===== src/rtl/word_uart_tx.sv =====
// word_uart_tx: snapshots three 6-bit letter codes and sends them as ASCII over UART 8N1.
// Define WORD_UART_TX_CRLF_EN to append CR LF after the third letter.
module word_uart_tx #(
    parameter int CLKS_PER_BIT = 868
) (
    input  logic       clk,
    input  logic       rst,
    input  logic       send,
    input  logic [5:0] letter1,
    input  logic [5:0] letter2,
    input  logic [5:0] letter3,
    output logic       tx,
    output logic       busy,
    output logic       done
);
    localparam logic [2:0] IDLE = 3'd0, START = 3'd1, DATA = 3'd2, STOP = 3'd3, NEXT = 3'd4;
    localparam int BW = $clog2(CLKS_PER_BIT);
    localparam logic [BW-1:0] BMAX = BW'(CLKS_PER_BIT - 1);
`ifdef WORD_UART_TX_CRLF_EN
    localparam int IW = 3;
    localparam logic [IW-1:0] LAST = 3'd4;
`else
    localparam int IW = 2;
    localparam logic [IW-1:0] LAST = 2'd2;
`endif
    logic [2:0]    state;
    logic          send_q;
    logic [BW-1:0] baud;
    logic [2:0]    bit_cnt;
    logic [IW-1:0] idx;
    logic [5:0]    l1, l2, l3;
    logic [7:0]    cur;
    logic          accept, bit_end;

    function automatic logic [7:0] enc(input logic [5:0] c);
        return c < 6'd26 ? 8'h61 + {2'b00, c} : c == 6'h3F ? 8'h20 : 8'h3F;
    endfunction

`ifdef WORD_UART_TX_CRLF_EN
    always_comb cur = idx == 3'd3 ? 8'h0D : idx == 3'd4 ? 8'h0A :
                      enc(idx == 3'd0 ? l1 : idx == 3'd1 ? l2 : l3);
`else
    always_comb cur = enc(idx == 2'd0 ? l1 : idx == 2'd1 ? l2 : l3);
`endif

    assign accept  = send & ~send_q & (state == IDLE);
    assign bit_end = baud == BMAX;
    assign busy    = state != IDLE;

    always_ff @(posedge clk or posedge rst) begin
        if (rst) begin
            state   <= IDLE;
            send_q  <= 1'b0;
            baud    <= '0;
            bit_cnt <= '0;
            idx     <= '0;
            l1      <= '0;
            l2      <= '0;
            l3      <= '0;
            tx      <= 1'b1;
            done    <= 1'b0;
        end else begin
            send_q <= send;
            done   <= 1'b0;
            baud   <= (state == IDLE || state == NEXT || bit_end) ? '0 : baud + 1'b1;
            case (state)
                IDLE: if (accept) begin
                    l1    <= letter1;
                    l2    <= letter2;
                    l3    <= letter3;
                    idx   <= '0;
                    tx    <= 1'b0;
                    state <= START;
                end
                START: if (bit_end) begin
                    bit_cnt <= '0;
                    tx      <= cur[0];
                    state   <= DATA;
                end
                DATA: if (bit_end) begin
                    if (bit_cnt == 3'd7) begin
                        tx    <= 1'b1;
                        state <= STOP;
                    end else begin
                        bit_cnt <= bit_cnt + 3'd1;
                        tx      <= cur[bit_cnt + 3'd1];
                    end
                end
                // done is registered so it is high exactly during the final NEXT cycle
                STOP: if (bit_end) begin
                    done  <= idx == LAST;
                    state <= NEXT;
                end
                NEXT: if (idx == LAST) begin
                    state <= IDLE;
                end else begin
                    idx   <= idx + 1'b1;
                    tx    <= 1'b0;
                    state <= START;
                end
                default: state <= IDLE;
            endcase
        end
    end
endmodule


===== config.mk =====
export PLATFORM = sky130hd
export DESIGN_NAME = word_uart_tx
export DESIGN_NICKNAME = d
export VERILOG_FILES = /design/src/rtl/word_uart_tx.sv
export SDC_FILE = /design/constraint.sdc
export NUM_CORES = 1
export LEC_CHECK = 0
export ABC_AREA = 1
export BUFFER_PORTS_ARGS = -buffer_cell sky130_fd_sc_hd__buf_4
export CAP_MARGIN = 10
export CORE_UTILIZATION = 50
export DETAILED_ROUTE_END_ITERATION = 10
export GPL_TIMING_DRIVEN = 0
export PLACE_DENSITY = 0.72
export SLEW_MARGIN = 30
export SYNTH_ARGS = -nofsm -noshare
export SYNTH_HDL_FRONTEND = slang
export SYNTH_SLANG_ARGS = --single-unit

===== constraint.sdc =====
create_clock -name clk -period 2.8 [get_ports clk]
set_clock_uncertainty 0.15 [all_clocks]
set_input_delay 0.42 -clock clk [delete_from_list [all_inputs] [get_ports clk]]
set_output_delay 0.42 -clock clk [all_outputs]
set_load 0.005 [all_outputs]

=== Word level (Yosys, flattened, before mapping) ===
Cells that the tools add are included.

* Register bits after elaboration: 39
* Input port bits: 21
* Output and inout port bits: 3
* Word-level logic and storage cells: 77

* Add/sub/neg operators: 4
* Order comparisons: 2
* Equal/unequal tests: 16
* Muxes and demuxes: 29
* Bitwise gates (word level): 3
* Reductions and logical operators: 13

{| class="wikitable"
|+ Operators with widths
! operator !! number
|-
| $mux 3 || 8
|-
| $pmux 3 s5 || 1
|-
| $ne 2x2->1 const B || 7
|-
| $mux 6 || 2
|-
| $add 10x1->10 const B || 1
|-
| $eq 10x10->1 const B || 1
|-
| $mux 10 || 1
|-
| $reduce_and 5->1 || 2
|-
| $mux 1 || 9
|-
| $add 7x6->8 const A || 1
|-
| $mux 8 || 1
|-
| $eq 3x2->1 const B || 2
|-
| $eq 3x3->1 const B || 2
|-
| $eq 6x6->1 const B || 1
|-
| $lt 6x5->1 const B || 1
|-
| $pmux 3 s2 || 1
|-
| $mux 5 || 1
|-
| $lt 3x4->1 const B || 1
|-
| $mux 2 || 2
|-
| $pmux 1 s4 || 1
|-
| $pmux 2 s2 || 1
|-
| $reduce_and 4->1 || 1
|-
| $reduce_bool 2->1 || 2
|-
| $reduce_bool 4->1 || 1
|-
| other kinds (14) || 16
|}

=== Depth between registers and ports, before layout ===
Gate-level depths: netlist (run 1).

* Depth after elaboration: 11
* Mapped depth: 20

=== Least setup slack after synthesis (run 1) ===
OpenSTA, ideal clock, no wires.

* Kind: flip-flop to flip-flop
* Start: register idx[0]
* End: register tx
* Library setup time: 0.079 ns
* Data arrival time: 1.956 ns
* Required time: 2.571 ns
* Setup slack: 0.614 ns
* Stages on the path, launching flop included: 18
* Path buffers: 1
* Period minus slack after synthesis: 2.186 ns
* Cell sequence: dfrtp_1 inv_1 ha_1 buf_4 inv_6 nand3_1 nand2_1 inv_1 ha_1 or2_0 nand3_1 nand2_1 a21oi_2 nand2_1 nand2_1 nand2_1 nand2_1 a21oi_2

* Longest elaborated chain between the ends: 11
* Elaborated cells on any way between the ends: 18

{| class="wikitable"
|+ Ends and longest elaborated chain
! what !! line !! source
|-
| from (decl) || 30 || <nowiki>logic [IW-1:0] idx;</nowiki>
|-
| from (signal assigned) || 97 || <nowiki>idx <= idx + 1'b1;</nowiki>
|-
| parallel branches: the longest is 11 deep, another holds $add 7x6->8 || - ||
|-
| to (signal assigned) || 77 || <nowiki>tx <= cur[0];</nowiki>
|-
| to (signal assigned) || 86 || <nowiki>tx <= cur[bit_cnt + 3'd1];</nowiki>
|-
| to (decl) || 12 || <nowiki>output logic tx,</nowiki>
|}

Several ways; the timed one is not identified. The select of a mux whose other input is x is not followed.
A chain may end at the register's enable or synchronous reset.

=== Worst setup path after layout (run 1) ===
Same ends and word-level chain as after synthesis.

==> summary.md, run 1 <==
| Metric | Value |
|---|---|
| Status | finished clean |
| Register area share after synthesis | 0.432 |
| Post-Synth XOR/XNOR Area | 0 |
| TNS Setup | 0 ps |
| Critical Path RT | 2880 ps |
| Synth Warn # | 0 |
| Hold wc startpoint | send |
| Via density | 4.96 |
| Clk Latency, worst-skew pair | between 200 and 300 ps |
| Util after Layout | 0.608 |
| Number of H-tree levels | 2 |
| Mapped Avg Cell Area | roughly 7.7 µm² |
| TritonCTS Buffers | 5 |
| Nets | between 300 and 400 |
| Synth area leader | dfrtp_1 |
| Crit end category | flip-flop |
| EDFF count, synth | 0 |
| CTS Hold Bufs | 1 |
| Max Root-Sink Buffers | 2 |
| Max Cap Viol | 0 |
| I/O pins | 24 |
| Min Clock Period, post-route | 2440 ps |
| Routed WL | 4.32 mm |
| Final hold vios | 0 |
| Simple-Gate Fraction of Synth Area | 0.329 |
| Detailed Route Iter0 Violations | between 100 and 150 |
| Routed WL per cell | about 11 µm |
| DP Cell Count | between 300 and 400 |
| Worst Max-Slew Pin Slew | 348 ps |
| CP startpoint | idx[0]$_DFFE_PP0P_ |
| Grt total ovfl | 0 |
| Largest family of logic cells by synthesized area | simple AND/OR/NAND/NOR gates |
| Gr usage total | 0.207 |
| Worst Setup Slack, final | 362 ps |
| Die Ht | 69.3 µm |
| Post-synthesis net count | 323 |
| Routability Congestion | 0.824 |
| Routed Antenna Nets | 0 |
| Vias post-DR | 1885 |
| Vias in the first global route | 1853 |
| Clk slew on worst S/H paths | 80 ps |
| Pre-CTS WS | roughly 370 ps |
| Final cycle utilization of the critical path | 0.871 |
| Synth Register Bits | 39 |
| Cell row count | 24 |
| Pin count of the biggest net entering global routing | 26 |
| Port bufs | 23 |
| Antenna diodes | 0 |
| Top FF cell, synth | dfrtp_1 |
| Share of layout cells above drive strength 1 | 0.198 |
| Pwr/cell area | 413 nW/µm² |
| Slew margin rel. | 0.768 |
| Compound-gate portion of the synthesized area | 0.0901 |
| TritonCTS clock tree | built |
| Hold Crit Class | input pin to flip-flop |
| Netlist cell types | 37 |
| Post-Synth Adder-Cell Area | 0.0387 |
| Worst setup path category | flip-flop to flip-flop |
| Post-synthesis mux area share | 0.00663 |
| Final setup vio count | 0 |
| RSZ-0062 raised after global routing | no |
| Die ar. | between 4000 and 5000 µm² |
| Post-CTS sizing | 0 |
| Leak | 1.39 nW |
| Final non-filler cell total | between 300 and 400 |
| Max Slew Vio Count | 0 |
| Asr flop ratio synth | 1.00 |
| Placement-stage cell area | 2520 µm² |
| PnR Total Power | about 1.1 mW |
| Top cell type's share of synthesized area | 0.420 |
| Worst hold slack | 90.0 ps |
| Die width | 69.3 µm |
| Final instance area | 2650 µm² |
| Highest Clock Rate | 410 MHz |
| Synth Cell Area | 2260 µm² |
| Root buffer cell | clkbuf_8 |
| Starting Density | 0.520 |
| Worst-path fanout max | 9 |
| Hpwl dp | roughly 3.2 mm |
| WP data arrival | 2520 ps |
| Synthesized instance count | 295 |
| DRC Markers | 0 |
| Reg2reg start | idx[0]$_DFFE_PP0P_ |
| Initial antenna violation count | 0 |
| Setup Fix Bufs, Post-CTS | 0 |
| Largest cells by area after synthesis | dfrtp_1 42%, nand2_1 15%, inv_1 7.1% |
| Area grow syn2layout | 17.0% |
| Commonest non-fill, non-tap cell in the layout | nand2_1 |
| First-pass GRT wire length | 8.05 mm |
| DR pass1 iterations | 4 |
| Core Area | ~4400 µm² |
| Clock sink count | 39 |
| CP Launch Type | flip-flop |
| Peak VDD IR | 0.327 mV |
| Commonest cells after routing, fill and taps aside | 91 x nand2_1, 42 x inv_1, 38 x dfrtp_1 |
[routing by layer]
metal / GRT usage / up-vias / share of wire
li1: - / 984 / -
met2: 0.343 / 20 / 0.47
met4: 0.0680 / 0 / 0.015
met5: 0 / - / 0
met3: 0.0407 / 6 / 0.023
met1: 0.273 / 875 / 0.49
[power by group]
part / internal (mW) / total (mW) / switching [mW]
combinational: 0.0214 / 0.0374 / 0.0161
clock: 0.288 / 0.492 / 0.203
sequential: 0.563 / 0.564 / 0.000210
[worst max-delay path, cell delays in order (launching register included)]
cell and delay [ps]:
dfrtp_1 400, inv_1 80, ha_1 190, buf_4 170
inv_6 90, nand3_1 110, nand2_1 130, inv_1 60
ha_1 240, or2_0 230, nand3_1 70, nand2_1 70
a21oi_2 110, nand2_1 60, nand2_1 50, nand2_1 50
nand2_1 70, a21oi_2 50
[cell type report]
type	count	area, µm²
plain buffers	5	37.5
flip-flops and latches	39	977
inverters	49	196
clock buffers	6	82.6
clock inverters	2	35.0
repair buffers	25	203
fillers	408	1710
well taps	52	65.1
multi-input cells	202	1050
[worst paths after layout]
kind	cells after the start	slack (ps)	endpoint
min in group asynchronous	3	500	l2[2]$_DFFE_PP0P_
max in group asynchronous	4	1480	tx$_DFFE_PP1P_
min	1	90	send_q$_DFF_PP0_
min reg2reg	1	320	baud[0]$_DFF_PP0_
max	17	360	tx$_DFFE_PP1P_
max reg2reg	17	360	tx$_DFFE_PP1P_
[synthesized netlist by cell type, types with 2 or more instances]
library cell / count
ha_1: 7
inv_2: 4
nand3_2: 2
a21oi_1: 9
nand2_4: 2
o21ai_1: 5
inv_1: 43
a31oi_1: 2
nand2_1: 91
o21ai_0: 16
nand3_1: 15
nand2_2: 6
nor2_1: 23
a21oi_2: 3
nor3b_1: 2
dfrtp_1: 38
nor3_1: 5
buf_4: 3
[registers in the layout (all words and copies together), names as in the netlist]
signal	count
state	3
bit_cnt	3
done	1
l3	6
send_q	1
l1	6
baud	10
l2	6
tx	1
idx	2
[kinds of logic after synthesis]
logic type               after synthesis
adder cells (fa/ha/maj)                7
multiplexers                           1
flip-flops                            39
AO/OA/AOI/OAI                         37
AND/OR/NAND/NOR                      157
buffers and inverters                 54
Power figures use the tool's default switching activity.
==> inputs of run 2 (changes only) <==
==> constraint.sdc (replaced) <==
create_clock -name clk -period 2.8 [get_ports clk]
set_clock_uncertainty 0.15 [all_clocks]
set_input_delay 0 -clock clk [delete_from_list [all_inputs] [get_ports clk]]
set_output_delay 0 -clock clk [all_outputs]
set_load 0.005 [all_outputs]
==> summary.md, run 2 (synthesis gave the netlist of run 1 again) <==
| Metric | Value |
|---|---|
| Status | finished clean |
| Commonest cells after routing, fill and taps aside | 91 x nand2_1, 42 x inv_1, 38 x dfrtp_1 |
| Number of H-tree levels | 2 (unchanged) |
| Slew margin rel. | 0.720 (-0.0476) |
| Root buffer cell | clkbuf_8 |
| Worst Max-Slew Pin Slew | 419 ps (+71.4 ps) |
| Critical Path RT | 2880 ps (about the same) |
| Grt total ovfl | 0 (unchanged) |
| First-pass GRT wire length | 8.33 mm (+3.4%) |
| Routability Congestion | 0.824 (unchanged) |
| WP data arrival | 2530 ps (about the same) |
| Crit end category | flip-flop |
| Met1 WL | 2.29 mm (+7.3%) |
| Fill cells | 364 (-11%) |
| Metal2 WL | 2.17 mm (+7.4%) |
| Final setup vio count | 0 (unchanged) |
| Post-CTS sizing | 0 (unchanged) |
| Reg2reg start | idx[0]$_DFFE_PP0P_ |
| Hold Crit Class | input pin to async pin |
| Final hold vios | 0 (unchanged) |
| CP top delay family | simple AND/OR/NAND/NOR gates |
| Largest register FFs | 10 (unchanged) |
| Worst setup path category | flip-flop to flip-flop |
| Nets | 374 (+5.4%) |
| Antenna diodes | 0 (unchanged) |
| RSZ-0062 raised after global routing | no |
| CP Depth | 17 (unchanged) |
| Routed WL | 4.62 mm (+7.0%) |
| Most flop-heavy register | baud |
| Vias in the first global route | 1922 (+3.7%) |
| Max Slew Vio Count | 0 (unchanged) |
| DR pass1 iterations | 4 (unchanged) |
| Worst path max stage delay | 410 ps (about the same) |
| Max Cap Viol | 0 (unchanged) |
| Pre-CTS WS | 366 ps (unchanged) |
| Detailed Route Iter0 Violations | 147 (+23%) |
| CP max-delay cell | dfrtp_1 |
| Gr usage total | 0.215 (+0.00719) |
| Share of layout cells above drive strength 1 | 0.187 (-0.0109) |
| Die width | 69.3 µm (unchanged) |
| I/O pins | 24 (unchanged) |
| TNS Setup | 0 ps (unchanged) |
| Starting Density | 0.520 (unchanged) |
| Area grow syn2layout | 25.4% |
| Min Clock Period, post-route | 2450 ps (+10.3 ps) |
| Max Root-Sink Buffers | 2 (unchanged) |
| Highest Clock Rate | 409 MHz (-0.42%) |
| Register-to-Register Path Depth | 17 (unchanged) |
| CP Launch Type | flip-flop |
| Initial antenna violation count | 0 (unchanged) |
| Die ar. | 4800 µm² (unchanged) |
| Routed Antenna Nets | 0 (unchanged) |
| Met3 routed WL | 98 µm (-1.0%) |
| Worst path cell trace | inv_1, ha_1, buf_4, inv_6, nand3_1, nand2_1, inv_1, ha_1, or2_0, nand3_1, nand2_1, a21oi_2, nand2_1, nand2_1, nand2_1, nand2_1, a21oi_2 |
| Worst Setup Slack, final | 352 ps (-10.3 ps) |
| Vias post-DR | 1968 (+4.4%) |
| Clk Latency, worst-skew pair | 300 ps (about the same) |
| Top Metal Used | met4 |
| TritonCTS Buffers | 5 (unchanged) |
| Critical R2R Capture | tx$_DFFE_PP1P_ |
| Clk slew on worst S/H paths | 80 ps (about the same) |
| CP most frequent cell | nand2_1 |
| DP Cell Count | 371 (unchanged) |
| Pwr/cell area | 393 nW/µm² (-4.8%) |
| DRC Markers | 0 (unchanged) |
| Core Area | 4350 µm² (unchanged) |
| Final non-filler cell total | 399 (+5.0%) |
| Critical path buffers and inverters | 4 (unchanged) |
| Die Ht | 69.3 µm (unchanged) |
| Hpwl dp | 3.23 mm (unchanged) |
| Via density | 4.93 (-0.57%) |
| Commonest non-fill, non-tap cell in the layout | nand2_1 |
| Final cycle utilization of the critical path | 0.874 (+0.00368) |
| PnR Total Power | 1.11 mW (+2.0%) |
| Port bufs | 23 (unchanged) |
| Cell row count | 24 (unchanged) |
| Peak VDD IR | 0.333 mV (+1.7%) |
| FF-to-FF setup slack | 350 ps (about the same) |
| TritonCTS clock tree | built |
| Worst-path fanout max | 9 (unchanged) |
| Clock sink count | 39 (unchanged) |
| Leak | 1.46 nW (+5.7%) |
| Pin count of the biggest net entering global routing | 26 (unchanged) |
| Routed WL per cell | 11.6 µm (+1.9%) |
==> run 2: where the power goes <==
part	switching, mW	internal, mW	leakage, nW
Clock	0.203	0.288	0.0612
Combinational	0.0208	0.0386	0.941
Sequential	0.000210	0.564	0.462
Total	0.224	0.891	1.46
==> run 2: how the worst max path moves through the flow <==
| stage | startpoint | end |
|---|---|---|
| after floorplan | idx[0]$_DFFE_PP0P_ | tx$_DFFE_PP1P_ |
| after global placement | idx[0]$_DFFE_PP0P_ | tx$_DFFE_PP1P_ |
| after detailed placement | idx[0]$_DFFE_PP0P_ | tx$_DFFE_PP1P_ |
| after CTS | idx[0]$_DFFE_PP0P_ | tx$_DFFE_PP1P_ |
| after global routing | idx[0]$_DFFE_PP0P_ | tx$_DFFE_PP1P_ |
| final | idx[0]$_DFFE_PP0P_ | tx$_DFFE_PP1P_ |
==> run 2: worst register-to-register path: stages, from the launching register on <==
cell and delay, ps:
dfrtp_1 410, inv_1 80, ha_1 190, buf_4 170, inv_6 90, nand3_1 110
nand2_1 140, inv_1 60, ha_1 240, or2_0 230, nand3_1 70, nand2_1 70
a21oi_2 110, nand2_1 60, nand2_1 50, nand2_1 50, nand2_1 70, a21oi_2 50
==> run 2: layer usage <==
| layer | track usage | vias to the layer above |
|---|---|---|
| li1 | - | 1025 |
| met1 | 0.286 | 915 |
| met2 | 0.354 | 22 |
| met3 | 0.0392 | 6 |
| met4 | 0.0680 | 0 |
| met5 | 0 | - |
==> run 2: cell type report <==
class / instances / area, µm² / area share
clock inverter: 2 / 35.0 / 0.0123
sequential: 39 / 977 / 0.344
buffer: 5 / 37.5 / 0.0132
multi-input combinational: 202 / 1050 / 0.371
timing repair buffer: 44 / 393 / 0.138
clock buffer: 6 / 82.6 / 0.0291
inverter: 49 / 196 / 0.0692
tap: 52 / 65.1 / 0.0229
==> run 2: timing repair <==
action,CTS,global route
setup buffers,0,0
setup endpoints to repair,0,0
hold buffers,20,0
hold endpoints to repair,57,0
==> run 2: per-stage QoR <==
stage / area, µm² / util / hold slack [ps]
6_report: 2840 / 0.652 / 86.7
2_1_floorplan: 2260 / - / -119
3_5_place_dp: 2520 / 0.579 / -151
4_1_cts: 2840 / 0.652 / 83.3
3_3_place_gp: 2500 / 0.574 / -30.2
5_1_grt: 2840 / 0.652 / 110
==> inputs of run 3 (changes only) <==
--- a/config.mk
+++ b/config.mk
@@ -12,6 +12,7 @@
 export DETAILED_ROUTE_END_ITERATION = 10
 export GPL_TIMING_DRIVEN = 0
 export PLACE_DENSITY = 0.72
+export RECOVER_POWER = 100
 export SLEW_MARGIN = 30
 export SYNTH_ARGS = -nofsm -noshare
 export SYNTH_HDL_FRONTEND = slang
==> summary.md, run 3 (synthesis gave the netlist of run 1 again) <==
| Metric | Value |
|---|---|
| Register-to-Register Path Depth | 17 (unchanged) |
| CP Launch Type | flip-flop |
| Hold Crit Class | input pin to async pin |
| I/O pins | 24 (unchanged) |
| TritonCTS clock tree | built |
| TNS Setup | 0 ps (unchanged) |
| Initial antenna violation count | 0 (unchanged) |
| DR pass1 iterations | 4 (unchanged) |
| Area grow syn2layout | 23.1% |
| Pwr/cell area | 399 nW/µm² (+1.5%) |
| Worst Max-Slew Pin Slew | 1380 ps (+956 ps) |
| TritonCTS Buffers | 5 (unchanged) |
| Root buffer cell | clkbuf_8 |
| Gr usage total | 0.215 (unchanged) |
| DRC Markers | 0 (unchanged) |
| Critical Path RT | 2880 ps (about the same) |
| Clk slew on worst S/H paths | 80 ps (about the same) |
| Number of H-tree levels | 2 (unchanged) |
| Peak VDD IR | 0.332 mV (-0.20%) |
| RSZ-0062 raised after global routing | no |
| Top Metal Used | met4 |
| Vias in the first global route | 1922 (unchanged) |
| Routed Antenna Nets | 0 (unchanged) |
| Core Area | 4350 µm² (unchanged) |
| Antenna diodes | 0 (unchanged) |
| Cell row count | 24 (unchanged) |
| Leak | 1.44 nW (-1.7%) |
| Routed WL per cell | 11.5 µm (-0.74%) |
| Largest register FFs | 10 (unchanged) |
| Most flop-heavy register | baud |
| Setup Fix Bufs, Post-CTS | 0 (unchanged) |
| Starting Density | 0.520 (unchanged) |
| Critical R2R Capture | tx$_DFFE_PP1P_ |
| Min Clock Period, post-route | 2440 ps (-10.5 ps) |
| Slew margin rel. | 0.0830 (-0.637) |
| FF-to-FF setup slack | 360 ps (about the same) |
| Post-CTS sizing | 0 (unchanged) |
| Metal2 WL | 2.15 mm (-1.1%) |
| Final instance area | 2790 µm² (-1.9%) |
| Die Ht | 69.3 µm (unchanged) |
| Final cycle utilization of the critical path | 0.871 (-0.00373) |
| Hpwl dp | 3.23 mm (unchanged) |
| Reg2reg start | idx[0]$_DFFE_PP0P_ |
| Highest Clock Rate | 410 MHz (+0.43%) |
| Port bufs | 23 (unchanged) |
| Routed WL | 4.59 mm (-0.74%) |
| Placement-stage cell area | 2520 µm² (unchanged) |
| Commonest cells after routing, fill and taps aside | 92 x nand2_1, 45 x inv_1, 38 x dfrtp_1 |
| Clock sink count | 39 (unchanged) |
| Crit end category | flip-flop |
| Via density | 4.98 (+1.0%) |
| CTS Hold Bufs | 20 (unchanged) |
| Routability Congestion | 0.824 (unchanged) |
| Commonest non-fill, non-tap cell in the layout | nand2_1 |
| Pre-CTS WS | 366 ps (unchanged) |
| Met3 routed WL | 120 µm (+22%) |
| Grt total ovfl | 0 (unchanged) |
| Fill cells | 374 (+2.7%) |
| Die width | 69.3 µm (unchanged) |
| Worst setup path category | flip-flop to flip-flop |
| Share of layout cells above drive strength 1 | 0.153 (-0.0346) |
| Clk Latency, worst-skew pair | 300 ps (about the same) |
| Nets | 374 (unchanged) |
| Worst Setup Slack, final | 363 ps (+10.5 ps) |
| Met1 WL | 2.25 mm (-1.4%) |
| Status | finished clean |
| Max Cap Viol | 0 (unchanged) |
| Final hold vios | 0 (unchanged) |
| Pin count of the biggest net entering global routing | 26 (unchanged) |
| First-pass GRT wire length | 8.33 mm (unchanged) |
| Vias post-DR | 1988 (+1.0%) |
| Max Slew Vio Count | 0 (unchanged) |
| Die ar. | 4800 µm² (unchanged) |
| Detailed Route Iter0 Violations | 135 (-8.2%) |
| Final setup vio count | 0 (unchanged) |
| PnR Total Power | 1.11 mW (-0.36%) |
| WP data arrival | 2520 ps (about the same) |
| Max Root-Sink Buffers | 2 (unchanged) |
| Worst-path fanout max | 9 (unchanged) |
run 3: changes by cell type in the layout (fill, tap and decap cells not counted), sizes merged:
cell    change
buf         -7
clkbuf      +7
clkinv      +1
inv         -1
run 3: worst max-delay path by stage:
stage	start	slack, ps	end	cells after the start
4_1_cts	idx[0]$_DFFE_PP0P_	350	tx$_DFFE_PP1P_	17
3_3_place_gp	idx[0]$_DFFE_PP0P_	390	tx$_DFFE_PP1P_	17
5_1_grt	state[0]$_DFFE_PP0P_	80	l3[2]$_DFFE_PP0P_	8
3_5_place_dp	idx[0]$_DFFE_PP0P_	370	tx$_DFFE_PP1P_	17
2_1_floorplan	idx[0]$_DFFE_PP0P_	610	tx$_DFFE_PP1P_	17
6_report	idx[0]$_DFFE_PP0P_	360	tx$_DFFE_PP1P_	17
run 3: power by group:
group | switching, mW | internal, mW
Sequential | 0.000211 | 0.563
Clock | 0.203 | 0.288
Combinational | 0.0201 | 0.0359
run 3: per-stage QoR:
step                utilization  instances  hold WS (ps)
global route              0.640        399           222
finish                    0.640        399           177
CTS                       0.652        399          83.3
detailed placement        0.579        371          -151
floorplan                     -        295          -119
global placement          0.574        370         -30.2
run 3: routing by layer:
layer | track usage | vias to the layer above
met5 | 0 | -
met4 | 0.0680 | 0
met3 | 0.0392 | 6
met2 | 0.354 | 29
met1 | 0.286 | 931
li1 | - | 1022
run 3: critical path, stage by stage, from the launching register on:
cell,delay [ps]
dfrtp_1,400
inv_1,80
ha_1,190
buf_4,170
inv_6,90
nand3_1,110
nand2_1,140
inv_1,60
ha_1,240
or2_0,230
nand3_1,70
nand2_1,70
a21oi_2,110
nand2_1,60
nand2_1,50
nand2_1,50
nand2_1,70
a21oi_2,50
run 3: layout make-up:
type / count / area, µm² / share of cell area
clock inverters: 2 / 35.0 / 0.0126
repair buffers: 44 / 377 / 0.135
flip-flops and latches: 39 / 977 / 0.351
inverters: 49 / 196 / 0.0705
multi-input cells: 202 / 1020 / 0.367
clock buffers: 6 / 82.6 / 0.0296
well taps: 52 / 65.1 / 0.0233
plain buffers: 5 / 30.0 / 0.0108
